File: config.mk
export PLATFORM = sky130hd
export DESIGN_NAME = dcache_port_arb
export DESIGN_NICKNAME = d
export VERILOG_FILES = /design/src/rtl/dcache_port_arb.sv
export SDC_FILE = /design/constraint.sdc
export NUM_CORES = 1
export LEC_CHECK = 0
export ABC_AREA = 1
export CAP_MARGIN = 40
export CELL_PAD_IN_SITES_DETAIL_PLACEMENT = 1
export CELL_PAD_IN_SITES_GLOBAL_PLACEMENT = 2
export CORE_ASPECT_RATIO = 2
export CORE_MARGIN = 5
export CORE_UTILIZATION = 31
export CTS_CLUSTER_DIAMETER = 60
export DETAILED_ROUTE_END_ITERATION = 10
export DONT_BUFFER_PORTS = 1
export HOLD_SLACK_MARGIN = 0.1
export PLACE_DENSITY_LB_ADDON = 0.1
export SKIP_CTS_REPAIR_TIMING = 1
export SYNTH_ARGS = -nofsm -noshare
export SYNTH_HDL_FRONTEND = slang
export SYNTH_SLANG_ARGS = --single-unit
File: constraint.sdc
create_clock -name clk -period 1.29 [get_ports clk]
set_input_delay 0.258 -clock clk [delete_from_list [all_inputs] [get_ports clk]]
set_output_delay 0.258 -clock clk [all_outputs]
set_load 0.05 [all_outputs]
File: src/rtl/dcache_port_arb.sv
// Arbitrates the single dcache port between store drain and load issue,
// keeping one transaction in flight and returning load data / store completions.
module dcache_port_arb #(
  parameter int XLEN          = 32,
  parameter int STQ_WIDTH     = 3,
  parameter int LDQ_WIDTH     = 3,
  parameter int ST_STARVE_MAX = 8
) (
  input  logic                 clk,
  input  logic                 rst_n,
  input  logic                 pipe_flush,
  input  logic                 st_req_valid,
  output logic                 st_req_ready,
  input  logic [XLEN-1:0]      st_req_addr,
  input  logic [XLEN-1:0]      st_req_data,
  input  logic [2:0]           st_req_size,
  input  logic [STQ_WIDTH-1:0] st_req_stq_tag,
  input  logic                 st_drain_urgent,
  input  logic                 ld_req_valid,
  output logic                 ld_req_ready,
  input  logic [XLEN-1:0]      ld_req_addr,
  input  logic [2:0]           ld_req_size,
  input  logic [LDQ_WIDTH-1:0] ld_req_ldq_tag,
  output logic                 dc_req_valid,
  input  logic                 dc_req_ready,
  output logic                 dc_req_wr,
  output logic [XLEN-1:0]      dc_req_addr,
  output logic [XLEN-1:0]      dc_req_data,
  output logic [2:0]           dc_req_size,
  input  logic                 dc_resp_valid,
  input  logic [XLEN-1:0]      dc_resp_data,
  output logic                 ld_resp_valid,
  output logic [XLEN-1:0]      ld_resp_data,
  output logic [LDQ_WIDTH-1:0] ld_resp_ldq_tag,
  output logic                 st_done_valid,
  output logic [STQ_WIDTH-1:0] st_done_stq_tag
);

  localparam int CNT_W = $clog2(ST_STARVE_MAX + 1);

  typedef enum logic [1:0] {IDLE, REQ, WAIT} state_t;

  state_t                 state, state_nxt;
  logic [CNT_W-1:0]       starve_cnt;
  logic                   kill;
  logic                   r_wr;
  logic [XLEN-1:0]        r_addr;
  logic [XLEN-1:0]        r_data;
  logic [2:0]             r_size;
  logic [STQ_WIDTH-1:0]   r_stq_tag;
  logic [LDQ_WIDTH-1:0]   r_ldq_tag;
  logic                   st_win;
  logic                   st_grant;
  logic                   ld_grant;
  logic                   resp_fire;
  logic                   starved;

  always_comb begin
    starved   = (starve_cnt == CNT_W'(ST_STARVE_MAX));
    st_win    = st_req_valid && (!ld_req_valid || st_drain_urgent || starved);
    st_grant  = (state == IDLE) && st_win;
    // A flushed load still wins arbitration but is refused; the store waits.
    ld_grant  = (state == IDLE) && ld_req_valid && !st_win && !pipe_flush;
    resp_fire = (state == WAIT) && dc_resp_valid;
    state_nxt = state;
    unique case (state)
      IDLE:    if (st_grant || ld_grant) state_nxt = REQ;
      REQ:     if (dc_req_ready) state_nxt = WAIT;
      WAIT:    if (dc_resp_valid) state_nxt = IDLE;
      default: state_nxt = IDLE;
    endcase
  end

  assign st_req_ready = st_grant;
  assign ld_req_ready = ld_grant;
  assign dc_req_valid = (state == REQ);
  assign dc_req_wr    = r_wr;
  assign dc_req_addr  = r_addr;
  assign dc_req_data  = r_data;
  assign dc_req_size  = r_size;

  always_ff @(posedge clk or negedge rst_n) begin
    if (!rst_n) begin
      state           <= IDLE;
      starve_cnt      <= '0;
      kill            <= 1'b0;
      r_wr            <= 1'b0;
      r_addr          <= '0;
      r_data          <= '0;
      r_size          <= '0;
      r_stq_tag       <= '0;
      r_ldq_tag       <= '0;
      ld_resp_valid   <= 1'b0;
      ld_resp_data    <= '0;
      ld_resp_ldq_tag <= '0;
      st_done_valid   <= 1'b0;
      st_done_stq_tag <= '0;
    end else begin
      state <= state_nxt;

      if (st_grant) begin
        r_wr      <= 1'b1;
        r_addr    <= st_req_addr;
        r_data    <= st_req_data;
        r_size    <= st_req_size;
        r_stq_tag <= st_req_stq_tag;
      end else if (ld_grant) begin
        r_wr      <= 1'b0;
        r_addr    <= ld_req_addr;
        r_data    <= '0;
        r_size    <= ld_req_size;
        r_ldq_tag <= ld_req_ldq_tag;
      end

      if (st_grant)
        starve_cnt <= '0;
      else if (ld_grant && st_req_valid && !starved)
        starve_cnt <= starve_cnt + CNT_W'(1);

      // Loads already on the port cannot be recalled; remember to drop the data.
      if (state == IDLE || resp_fire)
        kill <= 1'b0;
      else if (pipe_flush && !r_wr)
        kill <= 1'b1;

      st_done_valid <= resp_fire && r_wr;
      if (resp_fire && r_wr)
        st_done_stq_tag <= r_stq_tag;

      ld_resp_valid <= resp_fire && !r_wr && !kill && !pipe_flush;
      if (resp_fire && !r_wr) begin
        ld_resp_data    <= dc_resp_data;
        ld_resp_ldq_tag <= r_ldq_tag;
      end
    end
  end

endmodule
==> impl_metrics.tcl, run 1 <==
set metrics [dict create \
    outcome "finished, violations left" \
    violations "negative hold slack, negative setup slack" \
    rsz0062_at_grt "true" \
    endpoint "ld_req_ready" \
    crit_fanout 5 \
    rows 67 \
    netlist.top_cell.by_area "dfrtp_1" \
    top_usage_layer "met2" \
    synth_nets 761 \
    ant_nets 0 \
    power.density_nw_per_um2 2641 \
    port-buffer-count 0 \
    fin_nets 983 \
    vias_per_cell 5.103 \
    drc 0 \
    cts_tree "built" \
    layout_commonest_cell "nand2_1" \
    clock-sinks 121 \
    max_cap_viol_count 0 \
    worstPathArrival_ps 1660 \
    fmaxAchievable_mhz 521.8 \
    worstMarginPinSlew_ps 914.3 \
    cts_htree_levels 4 \
    worstReg2RegStart "starve_cnt[0]$_DFFE_PN0P_" \
    cp-start-kind "flop" \
    r2r_cells 11 \
    drt_iter0_drc 93 \
    grt_util_met1 0.1747 \
    syn-cell-area_um2 5224 \
    met2_usage 0.3367 \
    syn2layout_area_growth_pct 82.23 \
    synthTopCellsByArea "dfrtp_1 58%, nand2_1 13%, nand3_1 10%" \
    hold_path_class "input pin to asynchronous set/reset pin" \
    yosys_register_bits 121 \
    fin_tns_setup_ps -37240 \
    hold_ws_ps -463.2 \
    pin_count 259 \
    yosys_warnings 0 \
    relSlewSlack 0.3885 \
    numCtsBuffers 17 \
    peakVddDrop_mv 1.238 \
    core_um2 16680 \
    cp.required_ps 1030 \
    dp_slack_ps -246.5 \
    wl_per_cell_um 23.59 \
    timing.final.ws_setup_ps -626.5 \
    cp-end-kind "primary output" \
    synthCells 611 \
    leakage_nw 4.440 \
    chipHeight_um 193.6 \
    total_power_mw 25.14 \
    final-max-slew-violation-count 0 \
    fin_cells 1050 \
    gp_congestion 0.7790 \
    grt_pass1_vias 4903 \
    grtUsageTotal 0.1804 \
    use_met3 0.06633 \
    overflow 0 \
    synth_top_area_share 0.5796 \
    antenna_cells 0 \
    num_vias 5358 \
    grt_pass1_wl_mm 27.23 \
    insertion_delay_ps 420 \
    grt_max_degree 122 \
    cp-startpoint "starve_cnt[0]$_DFFE_PN0P_" \
    rrSetupSlack_ps -460 \
    first_pass_iters 5 \
    final_cell_mix "145 x nand2_1, 133 x dlygate4sd3_1, 85 x dfrtp_2" \
    wirelength_mm 24.77 \
    ys_types 27 \
    cts_buffer_depth 2 \
    synth.avg_cell_area_um2 8.550 \
    initial_utilization 0.3131 \
    dpl.cell_count 842 \
    finalCriticalPeriod_ps 1917 \
    die_area_um2 19700 \
    antenna_found_initial 0 \
    yosysSeqAreaShare 0.5796 \
    async_flop_share 1.000 \
    drive_gt1_frac 0.4472 \
    fin_crit_sh 1.486 \
    hpwlAfterDp_mm 13.28 \
    yosys_most_used_dff "dfrtp_1" \
    root_buffer "clkbuf_16" \
    timing.rr.end "starve_cnt[3]$_DFFE_PN0P_" \
    fp.dieW_um 101.8 \
    clk_pin_slew_ps 60 \
    clock_skew_ps 8.663 \
    setup_viol 124 \
    hold_viol 121 \
    path_class "flop to primary output" \
    synth_edf_count 0 \
]
==> worst min-delay path by stage <==
| stage | depth (start not counted) | from | slack [ps] | to |
|---|---|---|---|---|
| after floorplan | 0 | rst_n | -40 | dc_req_addr[0]$_DFFE_PN0P_ |
| after global placement | 0 | rst_n | -30 | ld_resp_data[10]$_DFFE_PN0P_ |
| after detailed placement | 0 | rst_n | -30 | ld_resp_data[10]$_DFFE_PN0P_ |
| after CTS | 0 | rst_n | -490 | dc_req_data[23]$_DFFE_PN0P_ |
| after global routing | 0 | rst_n | -490 | ld_resp_data[5]$_DFFE_PN0P_ |
| final | 0 | rst_n | -460 | ld_resp_data[5]$_DFFE_PN0P_ |
==> stage by stage <==
step | util | area, µm²
finish | 0.5706 | 9519
global route | 0.5706 | 9519
CTS | 0.3988 | 6653
detailed placement | 0.3650 | 6088
global placement | 0.3650 | 6088
floorplan | - | 5503
==> routing by layer <==
layer	routed length, µm	up-vias	share of wire
met4	969	0	0.039
met5	0	-	0
met1	7732	2667	0.31
met3	1521	50	0.061
li1	-	2420	-
met2	14550	221	0.59
==> flip-flops by register name, indices dropped and copies added (netlist names), 2 cells and up <==
name             cells
state                2
r_ldq_tag            3
dc_req_size          3
dc_req_addr         32
ld_resp_ldq_tag      3
r_stq_tag            3
ld_resp_data        32
dc_req_data         32
st_done_stq_tag      3
starve_cnt           4
==> kinds of logic (layout without fill, tap and decap cells) <==
kind of cell / after synthesis / count (layout) / synth area share
AO/OA/AOI/OAI: 42 / 42 / 0.04120
buffers and inverters: 87 / 318 / 0.07209
adder cells (fa/ha/maj): 2 / 2 / 0.004790
XOR/XNOR: 1 / 1 / 0.001677
AND/OR/NAND/NOR: 358 / 359 / 0.3006
flip-flops: 121 / 121 / 0.5796
==> final cells by class <==
| cell class | count | area [µm²] |
|---|---|---|
| Tap cell | 207 | 259.0 |
| Inverter | 48 | 192.7 |
| Multi-Input combinational cell | 404 | 2633 |
| Clock buffer | 20 | 436.7 |
| Sequential cell | 121 | 3134 |
| Fill cell | 1755 | 7163 |
| Timing Repair Buffer | 241 | 2736 |
| Clock inverter | 9 | 127.6 |
==> cells in the mapped netlist, types with 2 or more instances <==
library cell / n
buf_1: 4
buf_2: 21
buf_4: 2
buf_6: 2
clkbuf_1: 10
dfrtp_1: 121
ha_1: 2
inv_1: 44
inv_2: 3
nand2_1: 176
nand2_2: 2
nand3_1: 104
nand4_1: 22
nor2_1: 48
o21ai_0: 13
o21ai_1: 26
==> worst max-delay path: stages (launching register included) <==
cell        delay [ps]
dfrtp_1            390
inv_2               80
ha_4               140
nand3_4             80
nand2_8            100
nand2_4             60
nand2_4             70
clkinvlp_4         140
buf_12             180
==> power breakdown <==
part | switching, mW | internal, mW | leakage (nW)
registers | 5.77 | 5.67 | 1.42
clock network | 1.72 | 2.99 | 0.268
logic | 5.06 | 3.93 | 2.75
total | 12.5 | 12.6 | 4.44
Note: power is estimated with default switching activity, not from simulation.
==> inputs of run 2 (changes only) <==
- CORE_MARGIN: 5 -> default
- SLEW_MARGIN: default -> 25
==> run 2 against run 1 <==
The flow still finishes with violations (negative hold slack, negative setup slack). Maximum frequency down 0.66%. Largest cell class unchanged. Non-clock buffer count fell by 8. Combinational power shrank 3.9%. Global-route usage up 1.9 points. Sequential share of layout area is 1.4 points higher. Die area is 12% lower. First-iteration DRC count increased by 38%. Via count barely moved.
==> impl_metrics.tcl, run 2 (synthesis results as in run 1) <==
set metrics [dict create \
    power.density_nw_per_um2 2723 \
    path_class "flop to primary output" \
    layout_commonest_cell "nand2_1" \
    grt_pass1_vias 4914 \
    relSlewSlack 0.3488 \
    hold_viol 121 \
    cts_buffer_depth 2 \
    initial_utilization 0.3195 \
    port-buffer-count 0 \
    cp-start-kind "flop" \
    antenna_found_initial 0 \
    worstPathArrival_ps 1670 \
    hpwlAfterDp_mm 12.27 \
    fmaxAchievable_mhz 518.3 \
    grt_pass1_wl_mm 25.99 \
    cts_tree "built" \
    num_vias 5355 \
    fin_tns_setup_ps -31540 \
    cp-end-kind "primary output" \
    fp.dieW_um 93.79 \
    clock_skew_ps 7.354 \
    overflow 0 \
    timing.final.ws_setup_ps -639.3 \
    wl_per_cell_um 21.58 \
    fillers 1736 \
    gp_congestion 0.7507 \
    grt_util_met1 0.2041 \
    cp.required_ps 1030 \
    violations "negative hold slack, negative setup slack" \
    place_area_um2 6025 \
    clk_pin_slew_ps 60 \
    setup_viol 122 \
    wirelength_mm 22.49 \
    ant_nets 0 \
    met2_usage 0.3615 \
    fin_crit_sh 1.496 \
    antenna_cells 0 \
    numCtsBuffers 17 \
    root_buffer "clkbuf_16" \
    core_um2 16350 \
    leakage_nw 4.258 \
    grt_max_degree 122 \
    hold_ws_ps -475.4 \
    max_cap_viol_count 0 \
    final_cell_mix "134 x nand2_1, 133 x dlygate4sd3_1, 82 x dfrtp_2" \
    top_usage_layer "met2" \
    syn2layout_area_growth_pct 74.56 \
    rsz0062_at_grt "true" \
    dp_slack_ps -245.8 \
    cts_htree_levels 4 \
    drive_gt1_frac 0.4117 \
    crit_fanout 8 \
    use_met3 0.06005 \
    clock-sinks 121 \
    finalCriticalPeriod_ps 1929 \
    first_pass_iters 4 \
    hold_path_class "input pin to asynchronous set/reset pin" \
    final-max-slew-violation-count 0 \
    grtUsageTotal 0.1993 \
    rows 66 \
    vias_per_cell 5.139 \
    chipHeight_um 185.6 \
    peakVddDrop_mv 1.386 \
    fin_area_um2 9119 \
    insertion_delay_ps 430 \
    outcome "finished, violations left" \
    drc 0 \
    die_area_um2 17410 \
    drt_iter0_drc 128 \
    fin_nets 975 \
    worstMarginPinSlew_ps 973.6 \
    pin_count 259 \
]
==> run 2: cell types whose count changed in the layout (fill, tap and decap cells not counted), sizes merged <==
cell | previous run | this run
clkinvlp | 4 | 5
buf | 93 | 89
clkbuf | 35 | 31
clkinv | 4 | 6
==> run 2: area by class of cell <==
| class | count | area, µm² | share of cell area |
|---|---|---|---|
| Sequential cell | 121 | 3131 | 0.3433 |
| Timing Repair Buffer | 233 | 2495 | 0.2736 |
| Multi-Input combinational cell | 404 | 2436 | 0.2672 |
| Clock buffer | 20 | 456.7 | 0.05008 |
| Tap cell | 204 | 255.2 | 0.02799 |
| Inverter | 48 | 196.4 | 0.02154 |
| Clock inverter | 12 | 148.9 | 0.01633 |
==> run 2: power by group <==
part | internal, mW | switching [mW] | total [mW]
Combinational | 3.69 | 4.95 | 8.64
Clock | 3.12 | 1.84 | 4.97
Sequential | 5.66 | 5.56 | 11.2
Total | 12.5 | 12.3 | 24.8
==> run 2: per-layer routing <==
metal	wire length, µm	vias to the layer above	share of wire
met5	0	-	0
met4	641	0	0.029
met3	1473	38	0.065
met2	13010	231	0.58
met1	7360	2676	0.33
li1	-	2410	-
==> run 2: path summary, 6_finish.rpt <==
check	startpoint	endpoint	slack (ps)	depth (start not counted)
setup / recovery	starve_cnt[0]$_DFFE_PN0P_	st_req_ready	-640	7
hold / removal	rst_n	ld_resp_data[13]$_DFFE_PN0P_	-480	0
setup reg to reg	starve_cnt[0]$_DFFE_PN0P_	dc_req_addr[5]$_DFFE_PN0P_	-620	12
hold reg to reg	kill$_DFFE_PN0P_	ld_resp_valid$_DFF_PN0_	450	1
max in group asynchronous	rst_n	dc_req_data[10]$_DFFE_PN0P_	1570	0
min in group clk	ld_req_addr[22]	dc_req_addr[22]$_DFFE_PN0P_	80	4
==> run 2: per-stage QoR <==
stage | power (mW) | utilization | std cells
finish | 24.83 | 0.5577 | 1042
global route | 25.89 | 0.5577 | 1042
CTS | 22.07 | 0.4055 | 868
detailed placement | 17.06 | 0.3685 | 836
global placement | 16.80 | 0.3685 | 836
floorplan | 14.94 | - | 611
==> run 2: worst max-delay path, cell delays in order (launching register included) <==
cell and delay (ps):
dfrtp_1 390, inv_2 90, ha_4 130, nand3_4 60
nand2_4 110, nand3_4 170, clkinv_4 120, buf_12 150
==> inputs of run 3 (changes only) <==
- CELL_PAD_IN_SITES_DETAIL_PLACEMENT: 1 -> default
- CELL_PAD_IN_SITES_GLOBAL_PLACEMENT: 2 -> default
- CORE_AREA: default -> 2 2 99 101
- CORE_ASPECT_RATIO: 2 -> default
- CORE_UTILIZATION: 31 -> default
- DIE_AREA: default -> 0 0 101 103
- PLACE_DENSITY: default -> 0.74
- PLACE_DENSITY_LB_ADDON: 0.1 -> default
- SKIP_CTS_REPAIR_TIMING: 1 -> default
==> run 3 against run 2 <==
The run now fails in global routing. Area after synthesis is the same. Synthesized cell count unchanged.
==> impl_metrics.tcl, run 3 <==
set metrics [dict create \
    clock-sinks 121 \
    root_buffer "clkbuf_8" \
    synthCells 611 \
    dpl.cell_count 758 \
    overflow 303 \
    synthAdderAreaFrac 0.004790 \
    yosys_warnings 0 \
    flow.stopped_at "global routing" \
    hpwlAfterDp_mm 9.563 \
    gp_congestion 0.7690 \
    async_flop_share 1.000 \
    synth_edf_count 0 \
    numCtsBuffers 17 \
    port-buffer-count 0 \
    synth_top_family_by_area "simple AND/OR/NAND/NOR gates" \
    synth.most_common_cell "nand2_1" \
    synth_commonest_cells "176 x nand2_1, 121 x dfrtp_1, 104 x nand3_1" \
    synth-simple-area-share 0.3006 \
    grt_max_degree 122 \
    pin_count 259 \
    ys_types 27 \
    netlist.top_cell.by_area "dfrtp_1" \
    synth_nets 761 \
    rows 36 \
    grtUsageTotal 0.9026 \
    cts_htree_levels 4 \
    fp.dieW_um 101 \
    worstEndpointType "output port" \
    synth_top_area_share 0.5796 \
    chipHeight_um 103 \
    yosys_register_bits 121 \
    error "[ERROR GRT-0232] Routing congestion too high. Check the congestion heatmap in the GUI." \
    yosys_most_used_dff "dfrtp_1" \
    cts_buffer_depth 2 \
    initial_utilization 0.5522 \
    yosysSeqAreaShare 0.5796 \
    synthTopCellsByArea "dfrtp_1 58%, nand2_1 13%, nand3_1 10%" \
    outcome "did not finish" \
    worst_endpoint "ld_req_ready" \
    synthMuxAreaShare 0 \
    syn-cell-area_um2 5224 \
    synth.avg_cell_area_um2 8.550 \
    synth-xor-area-share 0.001677 \
    synth_compound_area_frac 0.04120 \
]
## run 3: cell counts after synthesis
No cell type changed its count.
## run 3: kinds of logic after synthesis
group,after synthesis
simple gates,358
flops,121
buf+inv,87
compound gates,42
fa+ha+maj,2
xor+xnor,1
## run 3: metal layers
metal | track usage | overflow
met1 | 0.8635 | 2
met2 | 1.074 | 177
met3 | 0.7349 | 6
met4 | 1.061 | 118
met5 | 0.1635 | 0
## run 3: metrics by stage
| stage | setup WS [ps] | setup TNS, ps | area [µm²] | hold WS, ps |
|---|---|---|---|---|
| after CTS | -655.9 | -21850 | 8417 | -584.1 |
| after floorplan | -237.4 | -8894 | 5503 | -37.59 |
| after global placement | -119.1 | -5742 | 6035 | -34.58 |
| after detailed placement | -190.7 | -10480 | 6035 | -34.14 |
## run 3: repair_timing
item | 4_1_cts
setup buffers | 20
hold buffers | 120
cloned | 4
pin swaps | 6
hold endpoints to repair | 234
endpoints found under the setup margin | 228
resized for setup | 152
==> inputs of run 4 (changes only) <==
- CORE_AREA: 2 2 99 101 -> default
- CORE_UTILIZATION: default -> 40
- CTS_CLUSTER_DIAMETER: 60 -> default
- DIE_AREA: 0 0 101 103 -> default
- HOLD_SLACK_MARGIN: 0.1 -> default
- PLACE_DENSITY: 0.74 -> default
- PLACE_DENSITY_LB_ADDON: default -> 0.15
- clock period: 1.29 -> 1.7 ns (I/O delays scaled with it)
==> run 4 against run 3 <==
The flow now finishes, with violations (negative hold slack, negative setup slack).
==> impl_metrics.tcl, run 4 (synthesis results as in run 1) <==
set metrics [dict create \
    overflow 0 \
    clock_skew_ps 16.96 \
    relSlewSlack 0.6482 \
    initial_utilization 0.4123 \
    fin_nets 787 \
    p_clk_frac 0.215 \
    clk_pin_slew_ps 50 \
    fp.dieW_um 116.3 \
    hold_viol 121 \
    crit_buf_inv 3 \
    wl_per_cell_um 16.40 \
    grtUsageTotal 0.1984 \
    insertion_delay_ps 410 \
    clock-sinks 121 \
    antenna_cells 0 \
    path_cells "inv_2 > ha_4 > nand3_4 > nand2_4 > nand2_4 > nand2_4 > clkinvlp_4 > buf_12" \
    ant_nets 0 \
    cts_tree "built" \
    comb_power_share 0.196 \
    rows 41 \
    root_buffer "clkbuf_16" \
    crit_fanout 4 \
    dp_slack_ps 63.20 \
    rsz0062_at_grt "true" \
    final_core_util 0.5023 \
    drc 0 \
    cts_buffer_depth 2 \
    cp-end-kind "primary output" \
    fmaxAchievable_mhz 525.9 \
    wirelength_mm 13.47 \
    die_area_um2 13520 \
    core_um2 12670 \
    pin_count 259 \
    crit_family "flip-flops" \
    port-buffer-count 0 \
    chipHeight_um 116.3 \
    fin_crit_sh 1.119 \
    cp-start-kind "flop" \
    antenna_found_initial 0 \
    finalCriticalPeriod_ps 1902 \
    crit_top_cell "nand2_4" \
    p_sw_mw 7.994 \
    violations "negative hold slack, negative setup slack" \
    worstMarginPinSlew_ps 527.6 \
    crit_path_max_incr_delay_ps 400 \
    first_pass_iters 7 \
    cp.required_ps 1360 \
    place_area_um2 5525 \
    switching_share 0.5169 \
    worstReg2RegStart "starve_cnt[0]$_DFFE_PN0P_" \
    cts_htree_levels 4 \
    max_cap_viol_count 0 \
    fin_cells 821 \
    layout_commonest_cell "nand2_1" \
    final-max-slew-violation-count 0 \
    peakVddDrop_mv 1.056 \
    grt_max_degree 122 \
    grt_pass1_wl_mm 20.04 \
    fillers 1223 \
    dpl.cell_count 771 \
    leakage_nw 3.255 \
    internal_power_mw 7.472 \
    hold_path_class "input pin to asynchronous set/reset pin" \
    final_cell_mix "170 x nand2_1, 121 x dfrtp_1, 102 x nand3_1" \
    fin_area_um2 6365 \
    drive_gt1_frac 0.1495 \
    grt_pass1_vias 3878 \
    syn2layout_area_growth_pct 21.84 \
    cts_hold_buf 1 \
    rrSetupSlack_ps -10 \
    slowest_stage "dfrtp_1" \
    cp-startpoint "starve_cnt[1]$_DFFE_PN0P_" \
    numCtsBuffers 17 \
    drt_iter0_drc 249 \
    total_power_mw 15.47 \
    p_seq_frac 0.589 \
    vias_per_cell 5.127 \
    setup_viol 3 \
    worstPathArrival_ps 1560 \
    hpwlAfterDp_mm 8.802 \
    power.density_nw_per_um2 2430 \
    outcome "finished, violations left" \
    gp_congestion 0.7588 \
    hold_ws_ps -374.1 \
    timing.final.ws_setup_ps -201.5 \
    path_class "flop to primary output" \
    num_vias 4209 \
]
[run 4: per-stage QoR]
stage	hold WS [ps]	setup TNS, ps
floorplan	44.41	0
global placement	47.21	0
detailed placement	46.61	0
CTS	-396.6	-563.2
global route	-404.3	-701.4
finish	-374.1	-408.9
[run 4: what timing repair did]
action,CTS,global route
setup buffers,16,5
endpoints found under the hold margin,122,121
resized for setup,15,17
cloned,1,0
endpoints found under the setup margin,2,15
pin swaps,6,7
[run 4: metal layers]
metal | up-vias | global-route usage | wire length [µm]
met5 | - | 0 | 0
met4 | 0 | 0.08462 | 167
met3 | 13 | 0.07473 | 1225
met2 | 210 | 0.3243 | 6701
met1 | 1962 | 0.2339 | 5370
li1 | 2024 | - | -
[run 4: power by group through the flow]
stage | sequential [mW] | clock, mW | combinational (mW)
2_1_floorplan | 8.91 | 0 | 2.09
3_3_place_gp | 9.17 | 0 | 2.69
3_5_place_dp | 9.17 | 0 | 2.81
4_1_cts | 9.13 | 3.41 | 3.00
5_1_grt | 9.28 | 3.57 | 3.45
6_report | 9.12 | 3.33 | 3.02
[run 4: final timing paths]
| path | to | depth (start not counted) |
|---|---|---|
| hold reg to reg | ld_resp_valid$_DFF_PN0_ | 1 |
| max in group asynchronous | starve_cnt[2]$_DFFE_PN0P_ | 0 |
| setup / recovery | ld_req_ready | 8 |
| setup reg to reg | starve_cnt[0]$_DFFE_PN0P_ | 13 |
| min in group clk | state[1]$_DFFE_PN0P_ | 1 |
| hold / removal | ld_resp_data[26]$_DFFE_PN0P_ | 0 |
[run 4: cell type report]
class / instances / area (µm²) / share of cell area
flip-flops and latches: 121 / 3028 / 0.4757
multi-input cells: 403 / 1899 / 0.2984
repair buffers: 46 / 485.5 / 0.07627
clock buffers: 23 / 478.0 / 0.07509
well taps: 172 / 215.2 / 0.03381
inverters: 48 / 187.7 / 0.02949
clock inverters: 8 / 71.32 / 0.01121
[run 4: worst register-to-register path, stage by stage, from the launching register on]
cell     delay [ps]
dfrtp_1         370
inv_2            60
buf_4           130
buf_6           100
buf_6           100
buf_6           100
buf_6           100
buf_6           100
buf_6           100
buf_6           100
buf_6           100
buf_6           110
nand3_4          70
nand2_2          50
